**config.mk**
```make
export PLATFORM = sky130hd
export DESIGN_NAME = mc_controller
export DESIGN_NICKNAME = d
export VERILOG_FILES = /design/src/rtl/mc_controller.sv
export SDC_FILE = /design/constraint.sdc
export NUM_CORES = 1
export LEC_CHECK = 0
export ABC_AREA = 1
export BUFFER_PORTS_ARGS = -buffer_cell sky130_fd_sc_hd__buf_2
export CORE_MARGIN = 4
export CORE_UTILIZATION = 35
export DETAILED_ROUTE_END_ITERATION = 12
export PLACE_DENSITY = 0.65
export REMOVE_ABC_BUFFERS = 1
export SLEW_MARGIN = 15
export SYNTH_ARGS = -nofsm -noshare
export SYNTH_HDL_FRONTEND = slang
export SYNTH_SLANG_ARGS = --single-unit
```
**constraint.sdc**
```tcl
create_clock -name clk -period 1.3 [get_ports clk]
set_input_delay 0.13 -clock clk [delete_from_list [all_inputs] [get_ports clk]]
set_output_delay 0.13 -clock clk [all_outputs]
set_load 0.01 [all_outputs]
```
**src/rtl/mc_controller.sv**
```systemverilog
// rtl/mc_controller.sv - multicycle ARM-subset control unit: state sequencer, ALU decode, flags and condition logic
module mc_controller #(
  parameter int ALUCTRL_W     = 3,
  parameter bit MEM_HANDSHAKE = 1'b1
) (
  input  logic                 clk,
  input  logic                 reset,
  input  logic [19:0]          Instr,
  input  logic [3:0]           ALUFlags,
  input  logic                 MemReady,
  output logic                 MemReq,
  output logic                 IRWrite,
  output logic                 PCWrite,
  output logic                 RegWrite,
  output logic                 MemWrite,
  output logic                 AdrSrc,
  output logic                 ALUSrcA,
  output logic [1:0]           ALUSrcB,
  output logic [1:0]           ResultSrc,
  output logic [1:0]           ImmSrc,
  output logic [1:0]           RegSrc,
  output logic [ALUCTRL_W-1:0] ALUControl,
  output logic [3:0]           State
);

  typedef enum logic [3:0] {
    S_FETCH  = 4'd0,
    S_DECODE = 4'd1,
    S_MEMADR = 4'd2,
    S_MEMRD  = 4'd3,
    S_MEMWB  = 4'd4,
    S_MEMWR  = 4'd5,
    S_EXECR  = 4'd6,
    S_EXECI  = 4'd7,
    S_ALUWB  = 4'd8,
    S_BRANCH = 4'd9
  } state_e;

  state_e     state_q, state_d;
  logic [3:0] flags_q, flags_d;
  logic       condex_r_q, condex_r_d;

  logic [3:0] cond;
  logic [1:0] op;
  logic [5:0] funct;
  logic [3:0] rd;
  logic       unused_rn;

  assign cond      = Instr[19:16];
  assign op        = Instr[15:14];
  assign funct     = Instr[13:8];
  assign rd        = Instr[3:0];
  assign unused_rn = ^Instr[7:4];

  logic mem_rdy;
  assign mem_rdy = MEM_HANDSHAKE ? MemReady : 1'b1;

  // Condition evaluated against the stored {N,Z,C,V}
  logic cond_ex;
  always_comb begin
    cond_ex = 1'b0;
    case (cond)
      4'h0: cond_ex = flags_q[2];
      4'h1: cond_ex = ~flags_q[2];
      4'h2: cond_ex = flags_q[1];
      4'h3: cond_ex = ~flags_q[1];
      4'h4: cond_ex = flags_q[3];
      4'h5: cond_ex = ~flags_q[3];
      4'h6: cond_ex = flags_q[0];
      4'h7: cond_ex = ~flags_q[0];
      4'h8: cond_ex = flags_q[1] & ~flags_q[2];
      4'h9: cond_ex = ~flags_q[1] | flags_q[2];
      4'hA: cond_ex = (flags_q[3] == flags_q[0]);
      4'hB: cond_ex = (flags_q[3] != flags_q[0]);
      4'hC: cond_ex = ~flags_q[2] & (flags_q[3] == flags_q[0]);
      4'hD: cond_ex = flags_q[2] | (flags_q[3] != flags_q[0]);
      4'hE: cond_ex = 1'b1;
      default: cond_ex = 1'b0;
    endcase
  end

  logic [2:0] alu_op;
  logic       is_cmp, is_arith;
  always_comb begin
    alu_op = 3'd0;
    case (funct[4:1])
      4'b0100: alu_op = 3'd0;
      4'b0010: alu_op = 3'd1;
      4'b0000: alu_op = 3'd2;
      4'b1100: alu_op = 3'd3;
      4'b0001: alu_op = 3'd4;
      4'b1010: alu_op = 3'd1;
      default: alu_op = 3'd0;
    endcase
  end
  assign is_cmp   = (funct[4:1] == 4'b1010);
  assign is_arith = (funct[4:1] == 4'b0100) | (funct[4:1] == 4'b0010) | is_cmp;

  logic mem_req, ir_write, fetch_adv, reg_w, mem_w, branch, exec;
  always_comb begin
    state_d   = S_FETCH;
    mem_req   = 1'b0;
    ir_write  = 1'b0;
    fetch_adv = 1'b0;
    reg_w     = 1'b0;
    mem_w     = 1'b0;
    branch    = 1'b0;
    exec      = 1'b0;
    AdrSrc    = 1'b0;
    ALUSrcA   = 1'b0;
    ALUSrcB   = 2'b00;
    ResultSrc = 2'b00;
    ImmSrc    = 2'b00;
    case (state_q)
      S_FETCH: begin
        mem_req   = 1'b1;
        ALUSrcA   = 1'b1;
        ALUSrcB   = 2'b10;
        ResultSrc = 2'b10;
        if (mem_rdy) begin
          ir_write  = 1'b1;
          fetch_adv = 1'b1;
          state_d   = S_DECODE;
        end else begin
          state_d = S_FETCH;
        end
      end
      S_DECODE: begin
        ALUSrcA   = 1'b1;
        ALUSrcB   = 2'b10;
        ResultSrc = 2'b10;
        case (op)
          2'b00:   state_d = funct[5] ? S_EXECI : S_EXECR;
          2'b01:   state_d = S_MEMADR;
          2'b10:   state_d = S_BRANCH;
          default: state_d = S_FETCH;
        endcase
      end
      S_MEMADR: begin
        ALUSrcB = 2'b01;
        ImmSrc  = 2'b01;
        state_d = funct[0] ? S_MEMRD : S_MEMWR;
      end
      S_MEMRD: begin
        mem_req = 1'b1;
        AdrSrc  = 1'b1;
        state_d = mem_rdy ? S_MEMWB : S_MEMRD;
      end
      S_MEMWB: begin
        ResultSrc = 2'b01;
        reg_w     = 1'b1;
      end
      S_MEMWR: begin
        mem_req = 1'b1;
        AdrSrc  = 1'b1;
        mem_w   = 1'b1;
        state_d = mem_rdy ? S_FETCH : S_MEMWR;
      end
      S_EXECR: begin
        exec    = 1'b1;
        state_d = S_ALUWB;
      end
      S_EXECI: begin
        exec    = 1'b1;
        ALUSrcB = 2'b01;
        state_d = S_ALUWB;
      end
      S_ALUWB: reg_w = ~is_cmp;
      S_BRANCH: begin
        ALUSrcB   = 2'b01;
        ImmSrc    = 2'b10;
        ResultSrc = 2'b10;
        branch    = 1'b1;
      end
      default: state_d = S_FETCH;
    endcase
  end

  // CMP always rewrites all four flags regardless of its S bit
  logic [1:0] flag_w;
  assign flag_w = !exec  ? 2'b00 :
                  is_cmp ? 2'b11 : {funct[0], funct[0] & is_arith};

  always_comb begin
    flags_d = flags_q;
    if (condex_r_q) begin
      if (flag_w[1]) flags_d[3:2] = ALUFlags[3:2];
      if (flag_w[0]) flags_d[1:0] = ALUFlags[1:0];
    end
  end

  assign condex_r_d = (state_q == S_DECODE) ? cond_ex : condex_r_q;

  always_ff @(posedge clk or negedge reset) begin
    if (!reset) begin
      state_q    <= S_FETCH;
      flags_q    <= 4'b0000;
      condex_r_q <= 1'b0;
    end else begin
      state_q    <= state_d;
      flags_q    <= flags_d;
      condex_r_q <= condex_r_d;
    end
  end

  // Strobes are gated by reset so FETCH's request is not seen while held in reset
  assign MemReq     = reset & mem_req;
  assign IRWrite    = reset & ir_write;
  assign PCWrite    = reset & (fetch_adv | (condex_r_q & (branch | (reg_w & (rd == 4'hF)))));
  assign RegWrite   = reset & reg_w & condex_r_q;
  assign MemWrite   = reset & mem_w & condex_r_q;
  assign RegSrc     = {op == 2'b01, op == 2'b10};
  assign ALUControl = ALUCTRL_W'(exec ? alu_op : 3'd0);
  assign State      = state_q;

endmodule

```
Yosys cells after proc, flatten, opt, wreduce, memory -nomap -nowiden
Cells that the tools add are included.

Reductions and logical operators: 13. Mux-type cells: 24. Bitwise operators: 23. Equality and inequality tests: 33.

Operators by type and width (number): == test 4 bit, second input constant (12); == test 4 x 3 -> 1 bit, second input constant (9); case mux 4 bit (6 select lines) (1); == test 4 x 2 -> 1 bit, second input constant (5); case mux 1 bit (15 select lines) (1); bitwise AND 1 bit (12); == test 4 x 1 -> 1 bit, second input constant (3); zero test 4 bit (3); 2-to-1 mux 3 bit (4); case mux 2 bit (2 select lines) (3); case mux 3 bit (4 select lines) (1); case mux 4 bit (3 select lines) (1); 2-to-1 mux 1 bit (10); OR reduction 3 bit (3); OR reduction 2 bit (4); bitwise OR 1 bit (6); NOT 1 bit (5); 2-to-1 mux 2 bit (2); AND reduction 2 bit (2); == test 2 x 1 -> 1 bit, second input constant (1); == test 2 bit, second input constant (1); zero test 2 bit (1); case mux 1 bit (2 select lines) (1); == test 1 bit (1); != test 1 bit (1).

Register bits after elaboration: 9. Word-level logic and storage cells: 97. Bits of input ports: 27.

Logic depth before layout (Yosys ltp)
Depth in word-level cells: 8. Depth in mapped cells: 11.

Worst setup path before layout
Ideal clock, no wire load.

Kind: reg-to-output. Start point: register state_q[3] (netlist: State[3]). End point: output port PCWrite. Slack: 0.012 ns. Buffers on the path: 0. Stages on the path, launching flop included: 6. Arrival: 1.158 ns. Data required time: 1.170 ns. Cell sequence: dfrtp_1 -> nor2_1 -> inv_1 -> nor2_1 -> nand3_1 -> nand2_1.

Cells in the longest elaborated chain, start to end: 7.

Ends and longest elaborated chain: start, declared (line 39) `state_e state_q, state_d;`; start signal, assigned (line 200) `state_q <= state_d;`; == test 4 bit or == test 4 x 3 -> 1 bit (tied branches) (line 114) `case (state_q)`; case mux 1 bit (2 select lines) (line 114); bitwise AND 1 bit (line 209) `assign PCWrite = reset & (fetch_adv | (condex_r_q & (branch | (reg_w & (rd == 4'hF)))));`; bitwise OR 1 bit (line 209); bitwise AND 1 bit (line 209); bitwise OR 1 bit * (line 209); bitwise AND 1 bit * (line 209); end, declared (line 13) `output logic PCWrite,`.

Every way passes the cells marked *; elsewhere a longest branch is shown, timed or not.

Worst setup path in the final report
Start point: register state_q[2] (netlist: State[2]). End point: output port MemWrite.

Cells in the longest elaborated chain, start to end: 4.

Ends and longest elaborated chain: == test 4 x 3 -> 1 bit (line 114); 2-to-1 mux 1 bit (line 114); bitwise AND 1 bit (2 in a row) (line 211) `assign MemWrite = reset & mem_w & condex_r_q;`; end, declared (line 15) `output logic MemWrite,`.

No other way between the ends.

==> metrics.md <==
| Metric | Value |
|---|---|
| Run status | `complete, but fails checks` |
| NumNets Final | `253` |
| Transition time at the pin with the least slew margin | `roughly 200 ps` |
| Post-synthesis adder-cell area fraction | `0%` |
| Area of the mapped netlist | `871 µm²` |
| Largest net degree at the start of global routing | `10` |
| Slowest stage delay, CP | `400 ps` |
| Simple-gate portion of the synthesized area | `between 50% and 60%` |
| Worst reg2reg path startpoint | `State[0]$_DFF_PN0_` |
| Detailed-router iteration count before antenna repair | `4` |
| Flip-flop and latch count after synthesis | `9` |
| Number of clock buffers inserted by TritonCTS | `3` |
| Cell with the most instances on the worst path | `sky130_fd_sc_hd__inv_2` |
| Kind of cell adding the most delay to the critical path | `simple AND/OR/NAND/NOR gates` |
| Largest family of logic cells by synthesized area | `simple AND/OR/NAND/NOR gates` |
| Number of nets with antenna violations after routing | `0` |
| Startpoint Class | `register` |
| Mux cell area share after synthesis | `0%` |
| Total half-perimeter wirelength after legalization and detailed placement | `2260 µm` |
| Buffers & Inverters on Critical Path | `4` |
| Leading cell type in the layout, fill and taps excluded | `sky130_fd_sc_hd__buf_2` |
| Hold crit path type | `in2reg` |
| Violations in the final reports | `negative setup slack` |
| Hold path start | `ALUFlags[2]` |
| CTS tree | `done` |
| Remaining design rule violation count | `0` |
| Total setup violations reported at the end of the flow | `17` |
| Layout cells sized above 1 | `a little under half` |
| RSZ-0062 raised after global routing | `true` |
| Synth-to-Final Area Change | `67.7%` |
| Total of max-cap violations | `0` |
| Final Routed Wirelength | `3060 µm` |
| Ys Warns | `0` |
| Floorplan die height | `a little under 60 µm` |
| Count of inserted antenna diode cells | `0` |
| Ports | `49` |
| Kind of end point of the critical path | `primary output` |
| Final-report hold violation count | `0` |
| H-tree Lvls | `1` |
| Portion of the post-synthesis area used by sequential elements | `25.9%` |
| Total via count in the routed design | `between 1000 and 1500` |
| Core box area | `between 2000 and 2500 µm²` |
| Register-to-Register Setup Slack | `-10 ps` |
| CTS clock-pin slew for the worst setup and hold paths | `60 ps` |
| Total count of max-transition violations in the final report | `0` |
| Area share of xor/xnor cells in the synthesized design | `0%` |
| Arrival time worst endpoint | `1480 ps` |
| Fillers | `around 230` |
| Wire length of the first global-routing pass | `approximately 4400 µm` |
| Die width | `between 50 and 60 µm` |
| Peak supply drop | `0.786 mV` |
| Average wire per standard cell | `about 12 µm` |
| Relative slew slack | `just under 90%` |
| Placement row count | `17` |
| Root Buffer Master | `sky130_fd_sc_hd__clkbuf_4` |
| Final sum of negative setup slack | `-2920 ps` |
| Top cell type by total area after synthesis | `sky130_fd_sc_hd__dfrtp_1` |
| Total power divided by cell area | `around 1600 nW/µm²` |
| Average instance area after synthesis | `approximately 5.6 µm²` |
| Static Leakage | `about 0.85 nW` |
| Initial antenna violation count | `0` |
| Overall global routing resource usage | `between 10% and 20%` |
| Overall Power | `between 2 and 2.5 mW` |
| Placer congestion estimate | `about 0.8` |
| FMAX | `approximately 0.62 GHz` |
| Highest net fanout along the worst path | `3` |
| Cells after Synth | `about 160` |
| Data required time at the worst endpoint | `roughly 1200 ps` |
| Total die area | `roughly 3400 µm²` |
| Cell at the slowest stage of the critical path | `sky130_fd_sc_hd__dfrtp_1` |
| Number of buffers inserted by port buffering | `44` |
| Starting density of the core | `37.9%` |
| Share of the synthesized area in the top cell type | `25.9%` |
| Worst-case clock skew | `around 5.3 ps` |
| Initial DRC count | `44` |
| Period Utilization, post-route | `124%` |
| Critical R2R Capture | `State[0]$_DFF_PN0_` |
| Compound-gate portion of the synthesized area | `about 11%` |
| DR vias/cell | `about 5.0` |
| Most frequent cells in the layout | `sky130_fd_sc_hd__buf_2 (43), sky130_fd_sc_hd__nand2_1 (39), sky130_fd_sc_hd__nor2_1 (23)` |
| Clock tree sinks | `9` |
| Total global routing overflow | `0` |
| Clock latency of the later-clocked register in the worst-skew pair | `roughly 260 ps` |
| Hold Crit Depth | `3` |
| Sink of the worst hold path | `flags_q[2]$_DFFE_PN0P_` |
| Max Buffers Root-to-Sink | `2` |
| Via count of the first global-routing pass | `1105` |
| Depth of the worst register-to-register path | `8` |
| Minimum clock period | `between 1500 and 2000 ps` |
| Leading post-synthesis cells by cell area | `sky130_fd_sc_hd__dfrtp_1 (26%), sky130_fd_sc_hd__nand2_1 (20%), sky130_fd_sc_hd__inv_1 (13%)` |
| Cell-by-cell listing of the critical path | `inv_2 > nor2_4 > inv_2 > nor3_4 > inv_2 > nor2_1 > buf_2` |
| Final setup margin | `-307 ps` |
| Distinct cells, synth | `19` |
| Critical path class | `reg2out` |
power by group:
part / internal [mW] / leakage (nW) / switching, mW / total [mW]
clock: 0.118 / 0.0150 / 0.0936 / 0.212
sequential: 0.378 / 0.106 / 0.101 / 0.479
combinational: 0.756 / 0.733 / 0.908 / 1.66
per-layer routing:
layer | up-vias | GRT usage [%] | part of all wire, %
met2 | 48 | 30.0 | 54
met1 | 571 | 20.0 | 39
met3 | 5 | 0.668 | 6.1
li1 | 629 | - | -
met5 | - | 0 | 0
met4 | 0 | 4.97 | 1.1
registers in the layout, indices dropped and copies added (netlist names):
register    count
State           4
flags_q         4
condex_r_q      1
per-stage QoR:
step	cell area, µm²	hold WS [ps]	std cells	worst slack, ps	util (%)
floorplan	866	-166	154	-24.1	-
global placement	1200	117	237	11.9	52.4
finish	1460	76.3	253	-307	63.6
detailed placement	1200	117	237	-28.5	52.4
CTS	1330	79.9	249	-280	57.8
global route	1460	106	253	-418	63.6
synthesized netlist by cell type, drive strengths merged:
cell type and count:
o221ai 1, a21oi 7, o2111ai 1, nor4 1
nand3b 1, nand4 3, inv 29, dfrtp 9
nor2 29, nor3 2, o21ai 6, nand2 47
nand3 18, buf 1
tightest hold or removal path, delay by kind of cell:
family	cells	cell delay (ps)
buf+inv	1	70
compound gates	1	60
simple gates	1	40
worst max-delay path by stage:
stage,startpoint,to,slack [ps],cells past startpoint
6_report,State[2]$_DFF_PN0_,MemWrite,-310,7
5_1_grt,State[2]$_DFF_PN0_,MemReq,-420,9
4_1_cts,State[2]$_DFF_PN0_,MemReq,-280,9
3_5_place_dp,State[2]$_DFF_PN0_,PCWrite,-30,9
3_3_place_gp,State[1]$_DFF_PN0_,PCWrite,10,8
2_1_floorplan,State[1]$_DFF_PN0_,PCWrite,-20,7
cell type report:
class                           count  area (µm²)  share of cell area [%]
Clock buffer                        4        26.3                    1.80
Multi-Input combinational cell    116         642                    44.0
Inverter                           29         115                    7.88
Tap cell                           28        35.0                    2.40
Timing Repair Buffer               67         417                    28.5
Sequential cell                     9         225                    15.4
what timing repair did:
action	in CTS	in global routing
gates cloned	0	0
setup endpoints to repair	15	25
resized for setup	14	31
hold buffers	1	0
pin swaps	7	7
endpoints found under the hold margin	9	0
buffers inserted	7	7
logic make-up (layout without fill, tap and decap cells):
kind of cell | Yosys count | count (layout)
flip-flops | 9 | 9
AO/OA/AOI/OAI | 15 | 15
AND/OR/NAND/NOR | 101 | 101
buffers and inverters | 30 | 100
Note: power is estimated with default switching activity, not from simulation.
